===== config.mk =====
export PLATFORM = sky130hd
export DESIGN_NAME = mem_wb_elastic
export DESIGN_NICKNAME = d
export VERILOG_FILES = /design/src/rtl/mem_wb_pkg.sv /design/src/rtl/mem_wb_elastic_sat_counter.sv /design/src/rtl/mem_wb_elastic.sv
export SDC_FILE = /design/constraint.sdc
export NUM_CORES = 1
export LEC_CHECK = 0
export ABC_AREA = 1
export BUFFER_PORTS_ARGS = -buffer_cell sky130_fd_sc_hd__buf_2
export CAP_MARGIN = 25
export CELL_PAD_IN_SITES_DETAIL_PLACEMENT = 1
export CELL_PAD_IN_SITES_GLOBAL_PLACEMENT = 1
export CORE_MARGIN = 5
export CORE_UTILIZATION = 39
export DETAILED_ROUTE_END_ITERATION = 12
export GPL_ROUTABILITY_DRIVEN = 0
export HOLD_SLACK_MARGIN = 0.02
export PLACE_DENSITY = 0.81
export SYNTH_ARGS = -nofsm -noshare
export SYNTH_HDL_FRONTEND = slang
export SYNTH_SLANG_ARGS = --single-unit

===== constraint.sdc =====
create_clock -name clk -period 9.2 [get_ports clk]
set_input_delay 1.84 -clock clk [delete_from_list [all_inputs] [get_ports clk]]
set_output_delay 1.84 -clock clk [all_outputs]
set_load 0.01 [all_outputs]

===== src/rtl/mem_wb_pkg.sv =====
// Shared definitions for the elastic MEM/WB stage: occupancy states and
// bit positions inside the write-back control word and instruction.
package mem_wb_pkg;

  typedef enum logic [1:0] {
    EMPTY = 2'd0,
    FULL  = 2'd1,
    SKID  = 2'd2
  } state_e;

  localparam int unsigned WB_REGWRITE_BIT = 0;
  localparam int unsigned WB_MEMTOREG_BIT = 1;
  localparam int unsigned RD_LSB          = 7;
  localparam int unsigned RD_MSB          = 11;
  localparam int unsigned RD_W            = RD_MSB - RD_LSB + 1;

endpackage


===== src/rtl/mem_wb_elastic_sat_counter.sv =====
// Saturating up-counter; sticks at all-ones until reset.
module sat_counter #(
  parameter int unsigned CNT_W = 16
) (
  input  logic             clk,
  input  logic             reset,
  input  logic             inc,
  output logic [CNT_W-1:0] count
);

  always_ff @(posedge clk or posedge reset) begin
    if (reset) begin
      count <= '0;
    end else if (inc && (count != {CNT_W{1'b1}})) begin
      count <= count + CNT_W'(1);
    end
  end

endmodule


===== src/rtl/mem_wb_elastic.sv =====
// Elastic MEM/WB stage: main (head) register plus one skid register,
// valid/ready handshake, synchronous flush and a saturating stall counter.
module mem_wb_elastic
  import mem_wb_pkg::*;
#(
  parameter int unsigned WIDTH   = 32,
  parameter int unsigned INSTR_W = 32,
  parameter int unsigned WB_W    = 2,
  parameter int unsigned CNT_W   = 16
) (
  input  logic               clk,
  input  logic               reset,
  input  logic               inValid,
  output logic               inReady,
  input  logic               flush,
  input  logic [WB_W-1:0]    WB,
  input  logic [WIDTH-1:0]   readData,
  input  logic [WIDTH-1:0]   aluResult,
  input  logic [INSTR_W-1:0] instruction,
  output logic               outValid,
  input  logic               outReady,
  output logic               regWriteOut,
  output logic               memToRegOut,
  output logic [WB_W-1:0]    wbCtrlOut,
  output logic [WIDTH-1:0]   readDataOut,
  output logic [WIDTH-1:0]   aluResultOut,
  output logic [INSTR_W-1:0] instructionOut,
  output logic [WIDTH-1:0]   wbDataOut,
  output logic [RD_W-1:0]    rdOut,
  output logic [CNT_W-1:0]   stallCount
);

  localparam int unsigned PAY_W = WB_W + 2 * WIDTH + INSTR_W;

  state_e             state;
  state_e             state_nxt;
  logic [PAY_W-1:0]   in_payload;
  logic [PAY_W-1:0]   main_q;
  logic [PAY_W-1:0]   skid_q;
  logic               accept;
  logic               consume;
  logic               load_main;
  logic               main_from_skid;
  logic               load_skid;

  assign in_payload = {WB, readData, aluResult, instruction};

  // Ready depends on state only, so back-pressure never ripples upstream combinationally.
  assign inReady  = (state != SKID);
  assign outValid = (state != EMPTY);
  assign accept   = inValid & inReady & ~flush;
  assign consume  = outValid & outReady;

  always_ff @(posedge clk or posedge reset) begin
    if (reset) begin
      state <= EMPTY;
    end else begin
      state <= state_nxt;
    end
  end

  always_comb begin
    state_nxt      = state;
    load_main      = 1'b0;
    main_from_skid = 1'b0;
    load_skid      = 1'b0;
    if (flush) begin
      state_nxt = EMPTY;
    end else begin
      case (state)
        EMPTY: begin
          if (accept) begin
            state_nxt = FULL;
            load_main = 1'b1;
          end
        end
        FULL: begin
          if (accept && consume) begin
            load_main = 1'b1;
          end else if (accept) begin
            state_nxt = SKID;
            load_skid = 1'b1;
          end else if (consume) begin
            state_nxt = EMPTY;
          end
        end
        SKID: begin
          if (consume) begin
            state_nxt      = FULL;
            load_main      = 1'b1;
            main_from_skid = 1'b1;
          end
        end
        default: state_nxt = EMPTY;
      endcase
    end
  end

  always_ff @(posedge clk or posedge reset) begin
    if (reset) begin
      main_q <= '0;
    end else if (load_main) begin
      main_q <= main_from_skid ? skid_q : in_payload;
    end
  end

  always_ff @(posedge clk or posedge reset) begin
    if (reset) begin
      skid_q <= '0;
    end else if (load_skid) begin
      skid_q <= in_payload;
    end
  end

  // Head-entry field extraction; decoded outputs come from the main register only.
  assign wbCtrlOut      = main_q[PAY_W-1 -: WB_W];
  assign readDataOut    = main_q[2*WIDTH+INSTR_W-1 -: WIDTH];
  assign aluResultOut   = main_q[WIDTH+INSTR_W-1 -: WIDTH];
  assign instructionOut = main_q[INSTR_W-1:0];
  assign regWriteOut    = wbCtrlOut[WB_REGWRITE_BIT] & outValid;
  assign memToRegOut    = wbCtrlOut[WB_MEMTOREG_BIT];
  assign wbDataOut      = memToRegOut ? readDataOut : aluResultOut;
  assign rdOut          = instructionOut[RD_MSB:RD_LSB];

  sat_counter #(
    .CNT_W(CNT_W)
  ) u_stall_cnt (
    .clk  (clk),
    .reset(reset),
    .inc  (outValid & ~outReady),
    .count(stallCount)
  );

endmodule


==> results of run 1 <==
-- area by class of cell --
class                      count  area share
timing repair buffer         265      0.1148
multi-input combinational    808      0.3006
tap                          330     0.03419
inverter                     134     0.04237
clock buffer                  39     0.06195
sequential                   214      0.4435
clock inverter                 5    0.002383
antenna                        1   0.0002072
-- critical path, stage by stage, from the launching register on --
cell and delay [ps]:
dfrtp_2 1000, mux2_2 420, buf_2 140
-- state kept, by name, summed over array words and instances, names as in the netlist --
register	flops
main_q	98
skid_q	98
u_stall_cnt.count	16
state	2
-- how the worst max path moves through the flow --
stage,to,cells after the start,start
after floorplan,main_q[0]$_DFFE_PP0P_,1,reset
after global placement,main_q[52]$_DFFE_PP0P_,6,inValid
after detailed placement,main_q[60]$_DFFE_PP0P_,6,inValid
after CTS,wbDataOut[6],2,main_q[97]$_DFFE_PP0P_
after global routing,main_q[51]$_DFFE_PP0P_,6,inValid
final,wbDataOut[14],2,main_q[97]$_DFFE_PP0P_
-- per-layer routing --
metal	routed length (µm)	vias to the layer above	GRT usage
met3	1557	39	0.03517
met4	437	6	0.04025
met2	14030	211	0.3466
met5	34	-	0
met1	12280	4341	0.2574
li1	-	4285	-
-- kinds of logic (layout without fill, tap and decap cells) --
logic type / after synthesis / after routing / synth area share
and+or+nand+nor: 497 / 497 / 0.1931
AOI/OAI and AO/OA: 287 / 287 / 0.1446
DFF: 214 / 214 / 0.5392
buffers and inverters: 211 / 443 / 0.09739
muxes: 16 / 16 / 0.01814
xor gates and xnor gates: 7 / 7 / 0.006174
adders and majority gates: 1 / 1 / 0.001260
other: 0 / 1 / 0
-- power groups by stage --
stage	logic, mW	registers, mW	clock network, mW
finish	1.15	1.63	0.937
global placement	1.11	1.62	0
detailed placement	1.16	1.64	0
floorplan	0.646	1.64	0
CTS	1.17	1.63	0.968
global route	1.30	1.69	1.01
-- through the flow --
step | area [µm²] | util | std cells
6_report | 12080 | 0.4810 | 1796
5_1_grt | 12080 | 0.4810 | 1796
4_1_cts | 12020 | 0.4787 | 1793
3_5_place_dp | 11240 | 0.4478 | 1749
3_3_place_gp | 11240 | 0.4475 | 1748
2_1_floorplan | 9931 | - | 1233
-- layout by cell type, fill, tap and decap left out, drive strengths merged --
cell and instances:
xor2 2, diode 1, nand2 409, ha 1, o21ai 233, inv 133, dfrtp 214, clkbuf 39
nand3 8, a21oi 54, mux2 16, nor2 73, clkinv 6, nand4 7, buf 265, xnor2 5
==> run metrics, run 1 <==
largest net degree at the start of global routing roughly 110; Register Area 5356 µm²; Post-CTS Resized 0; HP Class reg2reg; first-pass GRT wire length 47250 µm; Slew headroom 0.3355; DRT Pass-1 Iters 4; number of global-route vias before repair ~9400; max-slew violations 0; most frequent cell after synthesis nand2_1; Worst-Skew Late Latency just over 500 ps; Hold Path End skid_q[15]$_DFFE_PP0P_; core footprint 25110 µm²; drt drc 0; Leakage Power ~6.7 nW; final hold violations 0; Setup violations, final 0; post-route clock period utilization 0.4275; Synth top cells by count nand2_1, dfrtp_1, o21ai_0; CP endpoint kind output pin; ys flop type dfrtp_1; Vias/cell 4.945; grt ovf 0; GRT Util Overall 0.1973; CTS HTree Levels 1; Die W about 170 µm; Switch Pwr about 1.3 mW; sequential area share after synthesis 0.5392; die area about 29000 µm²; area added between synthesis and finish 21.62%; antenna violations before repair 4; minimum clock period slightly below 4000 ps; number of flops mapped to enable cells by yosys 0; PortBufs roughly 260; internal power 2.377 mW; Pwr Density 307.5 nW/µm²; max cap viols 0; area leader, netlist dfrtp_1; Clock Tree Buf Depth 3; largest cells by area after synthesis dfrtp_1, nand2_1, o21ai_0; min-delay src skid_q[15]$_DFFE_PP0P_; combinational power share 0.309; # IOs around 260; Filler cells around 3200; overall power around 3.7 mW; Synth cell types 23; initial cell density of the core 0.3955; setup TNS 0 ps; CTS tree done; async set-reset flop share out of synthesis 1.000; Post-CTS Setup Inserts 0; Clk pin slew, worst setup/hold paths roughly 60 ps; Worst Reg2Reg Path Length in Cells 6; Max VDD drop 0.1438 mV; Post-DRT Antenna Nets 0; Critical Path Start Type flop; pre-CTS WS between 4000 and 5000 ps; Mapped Area roughly 9900 µm²; hold slack 477.9 ps; Multi-input gate area between 3000 and 4000 µm²; Cells after Synth 1233; die height 169.6 µm; worst path arrival time between 2000 and 2500 ps; clk root buf clkbuf_16; R2R Setup Slk approximately 6200 ps; RSZ-0062 raised after global routing false; CTS Sinks ~210; Max Clk Rate 0.2542 GHz; post-synthesis register bit count between 200 and 250; final WL roughly 28000 µm; # rows 58; drt wl/cell between 15 and 20 µm; clock skew 11.14 ps; critical path peak fanout slightly above 50; FF-to-FF End main_q[60]$_DFFE_PP0P_; Num CTS Buffers 25; R2R Path Start state[1]$_DFFE_PP0P_; CP Class reg2out; Worst Path Required approximately 7400 ps; setup ws final roughly 5300 ps; initial drt markers between 400 and 500; clock power share 0.252; Final HPWL DP about 19000 µm; WHS Path Cells 2; status finished clean; worst slew pin tran 996.7 ps; share of cells above drive strength 1 0.2239; synth warn 0; nets between 1500 and 2000; Synth top area share 0.5392; vias around 8900; Sw Ratio 0.3599; cts hold-fix bufs 0; Avg Inst Size Synth 8.054 µm²; sequential share of power 0.439; Mapped Nets approximately 1300
No activity file was read; power rests on OpenSTA's default activity.
==> run 2: changes to the inputs <==
- ABC_AREA: 1 -> 0
- PLACE_DENSITY: 0.81 -> 0.77
- clock period: 9.2 -> 3.37 ns (I/O delays scaled with it)
==> run metrics, run 2 <==
internal power 5.701 mW (+140%); crit path max-delay cell type dfrtp_2; first-pass GRT wire length 39760 µm (-16%); GRT Util Overall 0.1718 (-0.02550); cts hold-fix bufs 0 (unchanged); Max Clk Rate 0.3621 GHz; # IOs 258 (unchanged); Synth top cells by count mux2_2, dfrtp_1, buf_2; most frequent cell after synthesis mux2_2; HP Class in2async; Max VDD drop 0.2969 mV (+110%); worst path arrival time 2090 ps (about the same); Area after DPL 11480 µm² (+2.1%); clock power share 0.329 (+0.077); Num CTS Buffers 24 (-4.0%); async set-reset flop share out of synthesis 1.000 (unchanged); largest family of logic cells by synthesized area multiplexers; Setup violations, final 0 (unchanged); CTS tree done; Synth Area in Adders 0.001282 (+0.00002180); drt wl/cell 19.53 µm (+24%); Buffers & Inverters on Critical Path 1 (unchanged); vias 6364 (-28%); share of cells above drive strength 1 0.6778 (+0.4539); max cap viols 0 (unchanged); number of flops mapped to enable cells by yosys 0 (unchanged); DRT Pass-1 Iters 4 (unchanged); grt ovf 0 (unchanged); Clock Tree Buf Depth 3 (unchanged); Worst Path Required 2700 ps (-4660 ps); initial drt markers 173 (-61%); sequential area share after synthesis 0.5486 (+0.009331); die height 168.2 µm (-0.80%); most common cell after layout, fill and taps aside mux2_2; overall power 7.912 mW (+110%); RSZ-0062 raised after global routing false; CTS HTree Levels 1 (unchanged); most frequent cells in the layout mux2_2, buf_2, dfrtp_1; Critical Path Start Type flop; sequential share of power 0.455 (+0.016); pre-CTS WS 972.5 ps (-3739 ps); R2R Path Start state[0]$_DFFE_PP0P_; critical path peak fanout 35 (-31%); die area 28290 µm² (-1.6%); clk root buf clkbuf_16; post-synthesis register bit count 214 (unchanged); max-slew violations 0 (unchanged); CP endpoint kind output pin; hold slack 141.7 ps (-336.2 ps); Cells after Synth 655 (-47%); final cell area excluding filler cells 12300 µm² (+1.9%); initial cell density of the core 0.3922 (-0.003327); Leakage Power 5.651 nW (-15%); Switch Pwr 2.211 mW (+65%); number of global-route vias before repair 7159 (-24%); final hold violations 0 (unchanged); PortBufs 257 (unchanged); Largest regs main_q x98, skid_q x98, u_stall_cnt.count x16; Die W 168.2 µm (-0.80%); Avg Inst Size Synth 14.90 µm² (+85%); Slew headroom 0.3795 (+0.04398); combinational power share 0.216 (-0.093); nets 1012 (-35%); minimum clock period between 2000 and 3000 ps; Sw Ratio 0.2794 (-0.08052); Post-CTS Setup Inserts 0 (unchanged); CP Class reg2out; area leader, netlist dfrtp_1; core footprint 24890 µm² (-0.87%); Clk pin slew, worst setup/hold paths 60 ps (about the same); worst path cell trace mux2_2 -> buf_2; Synth top area share 0.5486 (+0.009331); Final HPWL DP 16790 µm (-12%); area added between synthesis and finish 26.03%; post-route clock period utilization 0.8195; Pwr Density 643.1 nW/µm² (+110%); worst slew pin tran 930.7 ps (-65.97 ps); Vias/cell 5.059 (+2.3%); mux share of post-synthesis cell area 0.3794 (+0.3612); Mapped Area 9762 µm² (-1.7%); status finished clean; Post-CTS Resized 0 (unchanged); clock skew 4.666 ps (-6.471 ps); CTS Sinks 214 (unchanged); FF-to-FF End main_q[38]$_DFFE_PP0P_; antenna violations before repair 2 (-2); setup ws final 608.3 ps (-4658 ps); ys flop type dfrtp_1; Synth cell types 32 (+39%); # rows 58 (unchanged); placed insts 1211 (-31%); largest net degree at the start of global routing 99 (-11%); Worst path max stage delay 970 ps (-30 ps); Mapped Nets 759 (-43%); Worst path top cell family by delay flip-flops; Post-Synth Simple-Gate Area 0.02871 (-0.1644); CP Depth 2 (unchanged); Post-DRT Antenna Nets 0 (unchanged); synth warn 0 (unchanged); Non-Filler Instances 1258 (-30%); Worst-Skew Late Latency 500 ps (about the same); Synth Area in XOR/XNOR 0.01166 (+0.005490); final WL 24570 µm (-13%); R2R Setup Slk 1090 ps (-5090 ps); Compound-Gate Fraction of Synth Area 0.003845 (-0.1408); largest cells by area after synthesis dfrtp_1, mux2_2, mux2_1; drt drc 0 (unchanged); Worst Reg2Reg Path Length in Cells 5 (-1)
run 2: cell types whose count changed after synthesis, sizes merged, moves of 6 or more:
| cell | previous run | this run |
|---|---|---|
| a21oi | 54 | 3 |
| buf | 48 | 38 |
| clkbuf | 29 | 5 |
| inv | 133 | 1 |
| mux2 | 16 | 328 |
| nand2 | 409 | 7 |
| nor2 | 73 | 6 |
| o21ai | 233 | 0 |
| xnor2 | 5 | 11 |
run 2: worst max path at each step:
| stage | startpoint | end | slack [ps] |
|---|---|---|---|
| finish | main_q[97]$_DFFE_PP0P_ | wbDataOut[3] | 610 |
| floorplan | reset | main_q[0]$_DFFE_PP0P_ | -90 |
| global route | main_q[97]$_DFFE_PP0P_ | wbDataOut[14] | 480 |
| global placement | outReady | main_q[43]$_DFFE_PP0P_ | 1010 |
| detailed placement | inValid | main_q[33]$_DFFE_PP0P_ | 970 |
| CTS | main_q[97]$_DFFE_PP0P_ | wbDataOut[14] | 540 |
run 2: metrics by stage:
step | utilization | setup TNS, ps
floorplan | - | -18870
global placement | 0.4612 | 0
detailed placement | 0.4612 | 0
CTS | 0.4932 | 0
global route | 0.4941 | 0
finish | 0.4943 | 0
run 2: routing by layer:
layer  up-vias  GRT usage  wire, µm
met4         2    0.04199       471
met1      3287     0.2057      9813
li1       2871          -         -
met3        38    0.03733      1450
met2       166     0.3145     12830
met5         -          0         7
run 2: worst register-to-register path: cells and delay by family, from the launching register on:
| family | cells | cell delay [ps] |
|---|---|---|
| buffers and inverters | 1 | 330 |
| DFF | 1 | 470 |
| muxes | 2 | 730 |
| and+or+nand+nor | 2 | 620 |
run 2: power groups by stage:
stage / registers [mW] / logic [mW] / clock network [mW]
3_3_place_gp: 3.60 / 1.67 / 0
5_1_grt: 3.68 / 1.87 / 2.79
4_1_cts: 3.61 / 1.75 / 2.69
2_1_floorplan: 3.61 / 0.981 / 0
6_report: 3.60 / 1.71 / 2.60
3_5_place_dp: 3.64 / 1.73 / 0
run 2: layout make-up:
class,instances,area (µm²)
antenna,3,7.507
clock buffer,34,719.4
clock inverter,9,76.32
fill,2576,12590
inverter,1,7.507
multi-input combinational,397,4177
sequential,214,5356
tap,330,412.9
timing repair buffer,270,1546
run 2: kinds of logic after synthesis:
| kind of cell | count (synthesis) |
|---|---|
| multiplexers | 329 |
| AND/OR/NAND/NOR | 48 |
| adder cells (fa/ha/maj) | 1 |
| XOR/XNOR | 13 |
| buffers and inverters | 44 |
| flip-flops | 214 |
| AO/OA/AOI/OAI | 6 |
